File: config.mk
export PLATFORM = sky130hd
export DESIGN_NAME = fourier_synth
export DESIGN_NICKNAME = d
export VERILOG_FILES = /design/src/rtl/fourier_synth.sv
export SDC_FILE = /design/constraint.sdc
export NUM_CORES = 1
export LEC_CHECK = 0
export ABC_AREA = 1
export ABC_CLOCK_PERIOD_IN_PS = 26300
export CELL_PAD_IN_SITES_DETAIL_PLACEMENT = 0
export CELL_PAD_IN_SITES_GLOBAL_PLACEMENT = 1
export CORE_AREA = 4 4 206 208
export DETAILED_ROUTE_END_ITERATION = 10
export DIE_AREA = 0 0 210 212
export DONT_BUFFER_PORTS = 1
export PLACE_DENSITY = 0.95
export SLEW_MARGIN = 0
export SYNTH_ARGS = -nofsm -noshare
export SYNTH_HDL_FRONTEND = slang
export SYNTH_SLANG_ARGS = --single-unit
File: constraint.sdc
create_clock -name clk -period 26.3 [get_ports clk]
set_input_delay 7.89 -clock clk [delete_from_list [all_inputs] [get_ports clk]]
set_output_delay 7.89 -clock clk [all_outputs]
set_load 0.1 [all_outputs]
File: src/rtl/fourier_synth.sv
// Time-multiplexed Fourier-series synthesiser.
// One phase accumulator feeds N_HARM harmonic slots through a shared sine ROM
// and one multiply-accumulate step per clock. Each sample costs N_HARM+1 clocks.
//
// state | meaning
// IDLE  | waiting for enable; out holds the last sample
// MAC   | one harmonic term accumulated per clock, slot k = 0..N_HARM-1
// DONE  | publish acc, advance phase, restart or fall back to IDLE
module fourier_synth #(
  parameter int N_HARM  = 4,
  parameter int PHASE_W = 24,
  parameter int LUT_AW  = 8,
  parameter int DATA_W  = 16,
  localparam int OUT_W  = DATA_W + $clog2(N_HARM) + 1
) (
  input  logic                    clk,
  input  logic                    rst,
  input  logic                    enable,
  input  logic [PHASE_W-1:0]      fcw,
  input  logic [1:0]              mode,
  output logic signed [OUT_W-1:0] out,
  output logic                    out_valid,
  output logic                    busy
);

  localparam int LUT_N  = 2 ** LUT_AW;
  localparam int KW     = (N_HARM > 1) ? $clog2(N_HARM) : 1;
  localparam int H_MAX  = 2 * N_HARM - 1;
  localparam int HW     = $clog2(H_MAX + 1);
  localparam int GAIN_W = 17;
  localparam int PW     = DATA_W + GAIN_W + 1;

  // Full-wave sine table, round-to-nearest of the scaled sine.
  function automatic logic [LUT_N*DATA_W-1:0] build_rom();
    logic [LUT_N*DATA_W-1:0] t;
    real amp;
    real x;
    int  v;
    t   = '0;
    amp = real'((1 << (DATA_W - 1)) - 1);
    for (int i = 0; i < LUT_N; i++) begin
      x = amp * $sin(2.0 * 3.14159265358979323846 * real'(i) / real'(LUT_N));
      v = (x >= 0.0) ? $rtoi(x + 0.5) : -$rtoi(0.5 - x);
      t[i*DATA_W +: DATA_W] = DATA_W'(v);
    end
    return t;
  endfunction

  // Harmonic gain round(2^16/h); no exact half can occur for h <= 31.
  function automatic logic [(H_MAX+1)*GAIN_W-1:0] build_gain();
    logic [(H_MAX+1)*GAIN_W-1:0] t;
    int g;
    t = '0;
    for (int h = 1; h <= H_MAX; h++) begin
      g = (131072 + h) / (2 * h);
      t[h*GAIN_W +: GAIN_W] = GAIN_W'(g);
    end
    return t;
  endfunction

  localparam logic [LUT_N*DATA_W-1:0]      ROM  = build_rom();
  localparam logic [(H_MAX+1)*GAIN_W-1:0]  GAIN = build_gain();

  typedef enum logic [1:0] {IDLE, MAC, DONE} state_t;

  state_t                    state, state_nx;
  logic [PHASE_W-1:0]        phase, hphase, fcw_l, step;
  logic [1:0]                mode_l;
  logic [KW-1:0]             k;
  logic signed [OUT_W-1:0]   acc;
  logic                      last_slot, start, mac_en, done;
  logic [LUT_AW-1:0]         rom_addr;
  logic signed [DATA_W-1:0]  rom_q;
  logic [HW-1:0]             h;
  logic [GAIN_W-1:0]         gain;
  logic                      neg, zero;
  logic signed [PW-1:0]      prod;
  logic signed [OUT_W-1:0]   term;

  assign last_slot = (k == KW'(N_HARM - 1));

  // State register.
  always_ff @(posedge clk) begin
    if (rst) state <= IDLE;
    else     state <= state_nx;
  end

  // Next-state logic.
  always_comb begin
    state_nx = state;
    case (state)
      IDLE:    if (enable) state_nx = MAC;
      MAC:     if (last_slot) state_nx = DONE;
      DONE:    state_nx = enable ? MAC : IDLE;
      default: state_nx = IDLE;
    endcase
  end

  // Control decode from the current state.
  always_comb begin
    busy   = (state != IDLE);
    mac_en = (state == MAC);
    done   = (state == DONE);
    start  = enable && ((state == IDLE) || (state == DONE));
  end

  // Harmonic number, sign and muting for the current slot.
  always_comb begin
    h    = HW'(1);
    neg  = 1'b0;
    zero = 1'b0;
    case (mode_l)
      2'd0: h = HW'(2 * int'(k) + 1);
      2'd1: begin
        h   = HW'(int'(k) + 1);
        neg = k[0];
      end
      default: zero = (k != '0);
    endcase
  end

  // Term = (rom * gain) >>> 16, negated after the shift, muted in SINGLE slots > 0.
  always_comb begin
    rom_addr = hphase[PHASE_W-1 -: LUT_AW];
    rom_q    = ROM[int'(rom_addr)*DATA_W +: DATA_W];
    gain     = GAIN[int'(h)*GAIN_W +: GAIN_W];
    prod     = PW'(rom_q) * PW'($signed({1'b0, gain}));
    term     = OUT_W'(prod >>> 16);
    if (neg)  term = -term;
    if (zero) term = '0;
    step     = (mode_l == 2'd0) ? {phase[PHASE_W-2:0], 1'b0} : phase;
  end

  // Datapath: accumulate, publish, advance phase and relatch controls.
  always_ff @(posedge clk) begin
    if (rst) begin
      phase     <= '0;
      hphase    <= '0;
      fcw_l     <= '0;
      mode_l    <= '0;
      k         <= '0;
      acc       <= '0;
      out       <= '0;
      out_valid <= 1'b0;
    end else begin
      out_valid <= 1'b0;
      if (mac_en) begin
        acc    <= acc + term;
        hphase <= hphase + step;
        k      <= k + KW'(1);
      end
      if (done) begin
        out       <= acc;
        out_valid <= 1'b1;
        phase     <= phase + fcw_l;
      end
      if (start) begin
        fcw_l  <= fcw;
        mode_l <= mode;
        acc    <= '0;
        k      <= '0;
        hphase <= done ? (phase + fcw_l) : phase;
      end
    end
  end

endmodule

==> flow_summary.ini, run 1 <==
[routing]
wire_per_inst_um = 21.9
viasPerCell = 5.91
drc = 0
wl_um = 78900
firstDrtPassIters = 6
ant_nets = 0
vias = 21311
drt_iter0_markers = 1948

[grt]
grt_max_degree = 63
antenna_found_initial = 1
grt_overflow = 0
first_global_vias = 21690
grtUsageTotal_pct = 35.3
grt_pass1_wl_um = 123000

[synth]
ys_ff_latch = 117
synth_edf_count = 0
synth_area_sq_um = 20900
synth_fp_nets = 3555
ys.flop_type = dfxtp_1
seq_area_frac_synth_pct = 11.2
netlist.area_leader.share_pct = 20.1
synth_area_per_cell_sq_um = 6.72
ys_warn_count = 0
synth_top_area_cell = fa_1
async_flop_share_pct = 0
synth.distinct_cells = 61
syn_inst = 3106
synth.area.top_cells = fa_1, ha_1, dfxtp_1

[floorplan]
core_sq_um = 40600
die_x_um = 210
die_h_um = 212
floorplan.die_area_sq_um = 44500
start_util_pct = 51.4
rows = 74
io_pins = 50

[placed_design]
gp_congestion = 1.14
io_buffers = 0
dpl_cell_area_sq_um = 21300
hpwl_um = 63400
pre_cts_ws_ps = 14730

[sta]
finClkSkew_ps = 9.99
min_period_ps = 11890
fmax_ghz = 0.0841
worst_slack_ps = 14410
drv_slew = 0
tightestPinTransition_ps = 1130
setup-tns-final_ps = 0
setup_viol = 0
hold_viol_final = 0
rsz0062_at_grt = no
timing.slew.headroom_pct = 24.1
fin_crit_sh_pct = 45.2

[clock_network]
cts_inserted_buffers = 17
cts_setup_buffers = 0
cts-root-buf = clkbuf_16
clkLatencyLatePin_ps = 420
cts_max_level = 4
postCtsHoldBufs = 0
cts_tree = done
cts.sinks = 117
clkTransAtPathRegs_ps = 60
clk_path_buf_depth = 2
cts_resized = 0

[worst_setup_path]
critPathLaunchType = flip-flop
cp.arrival_ps = 12200
worst_path_most_repeated_cell = inv_1
cpPeakStageDelay_ps = 680
end_kind = flip-flop
crit_slowest_cell = dfxtp_1
path_class = flip-flop to flip-flop
cp.required_ps = 26610
path_max_fanout = 15

[pwr]
irDropWorstVdd_v = 0.0000642
leakage_nw = 11.3
power_density_nw_per_um2 = 26.7

[layout]
final_cell_mix = nand2_1, inv_1, nor2_1, o21ai_0
design_area_sq_um = 21900
drive_above_1_share_pct = 4.36
antenna_cells = 0
final_common_cell = nand2_1
syn_to_final_growth_pct = 5.07
finalNetCount = 3511
fillers = 4072

[hold_path]
hp-class = flip-flop to flip-flop

[status]
status = complete, no violations

[flow_run]
drv_cap = 0
-- sequential cells by signal, indices dropped and copies added (netlist names) --
signal and cells:
hphase 24, out 19, mode_l 2, out_valid 1, state 2, phase 24, acc 19, k 2
fcw_l 24
-- power by group --
part	leakage, nW	switching [mW]	internal (mW)
Clock	0.293	0.0856	0.141
Combinational	10.0	0.119	0.0522
Sequential	0.952	0.00483	0.183
-- worst max-delay path: cells and delay by family, from the launching register on --
family	cells	cell delay, ps
DFF	1	680
adders and majority gates	10	4320
AOI/OAI and AO/OA	13	2240
xor gates and xnor gates	1	350
buffers and inverters	12	1430
and+or+nand+nor	23	2720
-- synthesized netlist by cell type (24+ instances only) --
| cell type | count |
|---|---|
| nor2_1 | 397 |
| clkbuf_1 | 60 |
| o21ai_0 | 248 |
| xor2_1 | 30 |
| nand3_1 | 101 |
| fa_1 | 210 |
| xnor2_1 | 24 |
| nand2_1 | 602 |
| ha_1 | 210 |
| a21oi_1 | 203 |
| inv_1 | 572 |
| nor3_1 | 26 |
| dfxtp_1 | 117 |
-- kinds of logic (layout without fill, tap and decap cells) --
| group | after synthesis | after routing | synth area share [%] |
|---|---|---|---|
| muxes | 1 | 1 | 0.0480 |
| xor gates and xnor gates | 56 | 56 | 2.48 |
| adders and majority gates | 420 | 420 | 32.7 |
| AOI/OAI and AO/OA | 623 | 623 | 17.2 |
| and+or+nand+nor | 1203 | 1203 | 23.6 |
| DFF | 117 | 117 | 11.2 |
| buffers and inverters | 686 | 655 | 12.6 |
-- area by class of cell --
class / count / area, sq um / area share [%]
clock buffer: 18 / 439 / 2.00
tap: 532 / 666 / 3.04
clock inverter: 14 / 135 / 0.616
sequential: 117 / 2340 / 10.7
multi-input combinational: 2303 / 15900 / 72.5
timing repair buffer: 29 / 218 / 0.993
inverter: 594 / 2230 / 10.2
-- stage by stage --
step | cells | hold slack (ps) | util [%] | power (mW)
after CTS | 3607 | 487 | 54.1 | 0.586
after global routing | 3607 | 512 | 54.1 | 0.616
final | 3607 | 483 | 54.1 | 0.585
after detailed placement | 3575 | 478 | 52.6 | 0.359
after floorplan | 3106 | 441 | - | 0.310
after global placement | 3575 | 469 | 52.6 | 0.355
-- final timing paths --
| check | from | endpoint | slack [ps] | cells after the start |
|---|---|---|---|---|
| setup / recovery | hphase[17] | acc[15] | 14410 | 59 |
| hold / removal | hphase[5] | hphase[5] | 480 | 2 |
| setup reg to reg | hphase[17] | acc[15] | 14410 | 59 |
| hold reg to reg | hphase[5] | hphase[5] | 480 | 2 |
-- layer usage --
layer  vias to the layer above  share of wire, %  track usage [%]
met4                         2               5.3             16.5
met2                      1209                43             53.8
li1                       9820                 -                -
met5                         -             0.016                0
met1                     10005                40             46.3
met3                       275                11             10.8
(Power assumes the default switching activity.)
==> inputs of run 2 (changes only) <==
- ABC_CLOCK_PERIOD_IN_PS: 26300 -> 11900
- CORE_AREA: 4 4 206 208 -> 4 4 212 214
- DIE_AREA: 0 0 210 212 -> 0 0 216 218
- PLACE_DENSITY: 0.95 -> 0.91
- clock period: 26.3 -> 11.9 ns (I/O delays scaled with it)
==> flow_summary.ini, run 2 (synthesis gave the netlist of run 1 again) <==
[status]
status = complete, no violations

[routing]
highest_layer = met5
wl_um = 82600
drc = 0
viasPerCell = 5.79
firstDrtPassIters = 5
vias = 21503
wl_met2_um = 34900
ant_nets = 0
drt_iter0_markers = 2340
wire_per_inst_um = 22.2
met1_length_um = 34200
wl_met3_um = 9730

[placed_design]
pre_cts_ws_ps = 760
io_buffers = 0
gp_congestion = 1.07
hpwl_um = 66400

[sta]
setup_viol = 0
tightestPinTransition_ps = 1220
drv_slew = 0
timing.slew.headroom_pct = 17.4
setup-tns-final_ps = 0
min_period_ps = 11070
rsz0062_at_grt = no
finClkSkew_ps = 11.4
fin_crit_sh_pct = 93.0
fmax_ghz = 0.0903
worst_slack_ps = 831
hold_viol_final = 0

[worst_setup_path]
worst_path_most_repeated_cell = inv_1
reg2reg_from = hphase[16]
r2r_end = acc[16]
cp.required_ps = 12210
path_class = flip-flop to flip-flop
path_delay_family = adder cells
cpPeakStageDelay_ps = 560
cp.arrival_ps = 11380
critPathLaunchType = flip-flop
path_max_fanout = 12
crit_slowest_cell = fa_1
end_kind = flip-flop
r2r_cells = 60
reg2reg_slack_ps = 830
path_buf_inv = 16

[clock_network]
cts_max_level = 4
cts.sinks = 117
cts_tree = done
cts-root-buf = clkbuf_16
clkLatencyLatePin_ps = 420
cts_inserted_buffers = 17
clkTransAtPathRegs_ps = 60
clk_path_buf_depth = 2

[layout]
finalNetCount = 3564
final_common_cell = nand2_1
final_cell_mix = nand2_1, inv_1, nor2_1, o21ai_0
drive_above_1_share_pct = 6.04
fillers = 4300
syn_to_final_growth_pct = 7.72
top_regs = fcw_l (24), hphase (24), phase (24)

[floorplan]
core_sq_um = 42900
die_x_um = 216
floorplan.die_area_sq_um = 47100
die_h_um = 218
start_util_pct = 48.6
io_pins = 50
rows = 76

[hold_path]
hold_start = fcw_l[21]
whs_endpoint = fcw_l[21]
min_delay_path_depth = 2
hp-class = flip-flop to flip-flop

[pwr]
power_density_nw_per_um2 = 59.2
irDropWorstVdd_v = 0.000152
leakage_nw = 11.6

[flow_run]
drv_cap = 0

[grt]
grt_pass1_wl_um = 128000
grt_max_degree = 54
antenna_found_initial = 2
grtUsageTotal_pct = 35.1
first_global_vias = 21823
grt_overflow = 0
==> run 2: changes by cell type in the layout (fill, tap and decap cells not counted), sizes merged <==
cell,previous run,this run
inv,584,583
diode,0,1
clkinvlp,0,2
buf,29,82
clkbuf,18,24
clkinv,22,14
bufinv,2,3
==> run 2: routing by layer <==
layer,global-route usage [%],vias to the layer above
met5,0,-
met4,14.1,4
met3,10.4,251
met2,53.3,1229
met1,47.1,10077
li1,-,9942
==> run 2: power by group <==
part / switching (mW) / leakage, nW / internal, mW
sequential: 0.0104 / 0.953 / 0.405
clock: 0.179 / 0.300 / 0.350
combinational: 0.263 / 10.3 / 0.122
total: 0.453 / 11.6 / 0.878
==> run 2: final cells by class <==
class	count	area, sq um	area share, %
diodes	1	2.50	0.0111
clock buffers	24	492	2.19
clock inverters	8	121	0.540
inverters	594	2230	9.94
multi-input cells	2303	15900	70.8
flip-flops and latches	117	2350	10.4
well taps	585	732	3.26
repair buffers	82	641	2.85
==> run 2: worst max-delay path by stage <==
stage                    start      end  slack (ps)  cells past startpoint
floorplan           hphase[17]  acc[15]        2400                     61
global placement    hphase[16]  acc[15]         880                     60
detailed placement  hphase[16]  acc[15]         760                     60
CTS                 hphase[16]  acc[15]         690                     60
global route        hphase[16]  acc[16]          70                     62
finish              hphase[16]  acc[16]         830                     60
==> run 2: per-stage QoR <==
step                hold WS [ps]  total power [mW]  utilization, %  instances  cell area (sq um)
floorplan                    441             0.686               -       3106              20900
global placement             469             0.794            50.9       3679              21800
detailed placement           477             0.798            50.9       3679              21800
CTS                          488              1.33            52.3       3711              22400
global route                 506              1.40            52.4       3713              22500
finish                       484              1.33            52.4       3714              22500
==> run 2: worst min-delay path, cell delays in order (launching register included) <==
cell	delay [ps]
dfxtp_1	320
nor2_1	50
nor2_1	80
==> run 2: timing repair <==
| item | 4_1_cts | 5_1_grt |
|---|---|---|
| hold buffers | 0 | 0 |
| setup endpoints to repair | 0 | 6 |
| hold endpoints to repair | 0 | 0 |
| setup buffers | 0 | 2 |
| gates resized for setup | 0 | 6 |
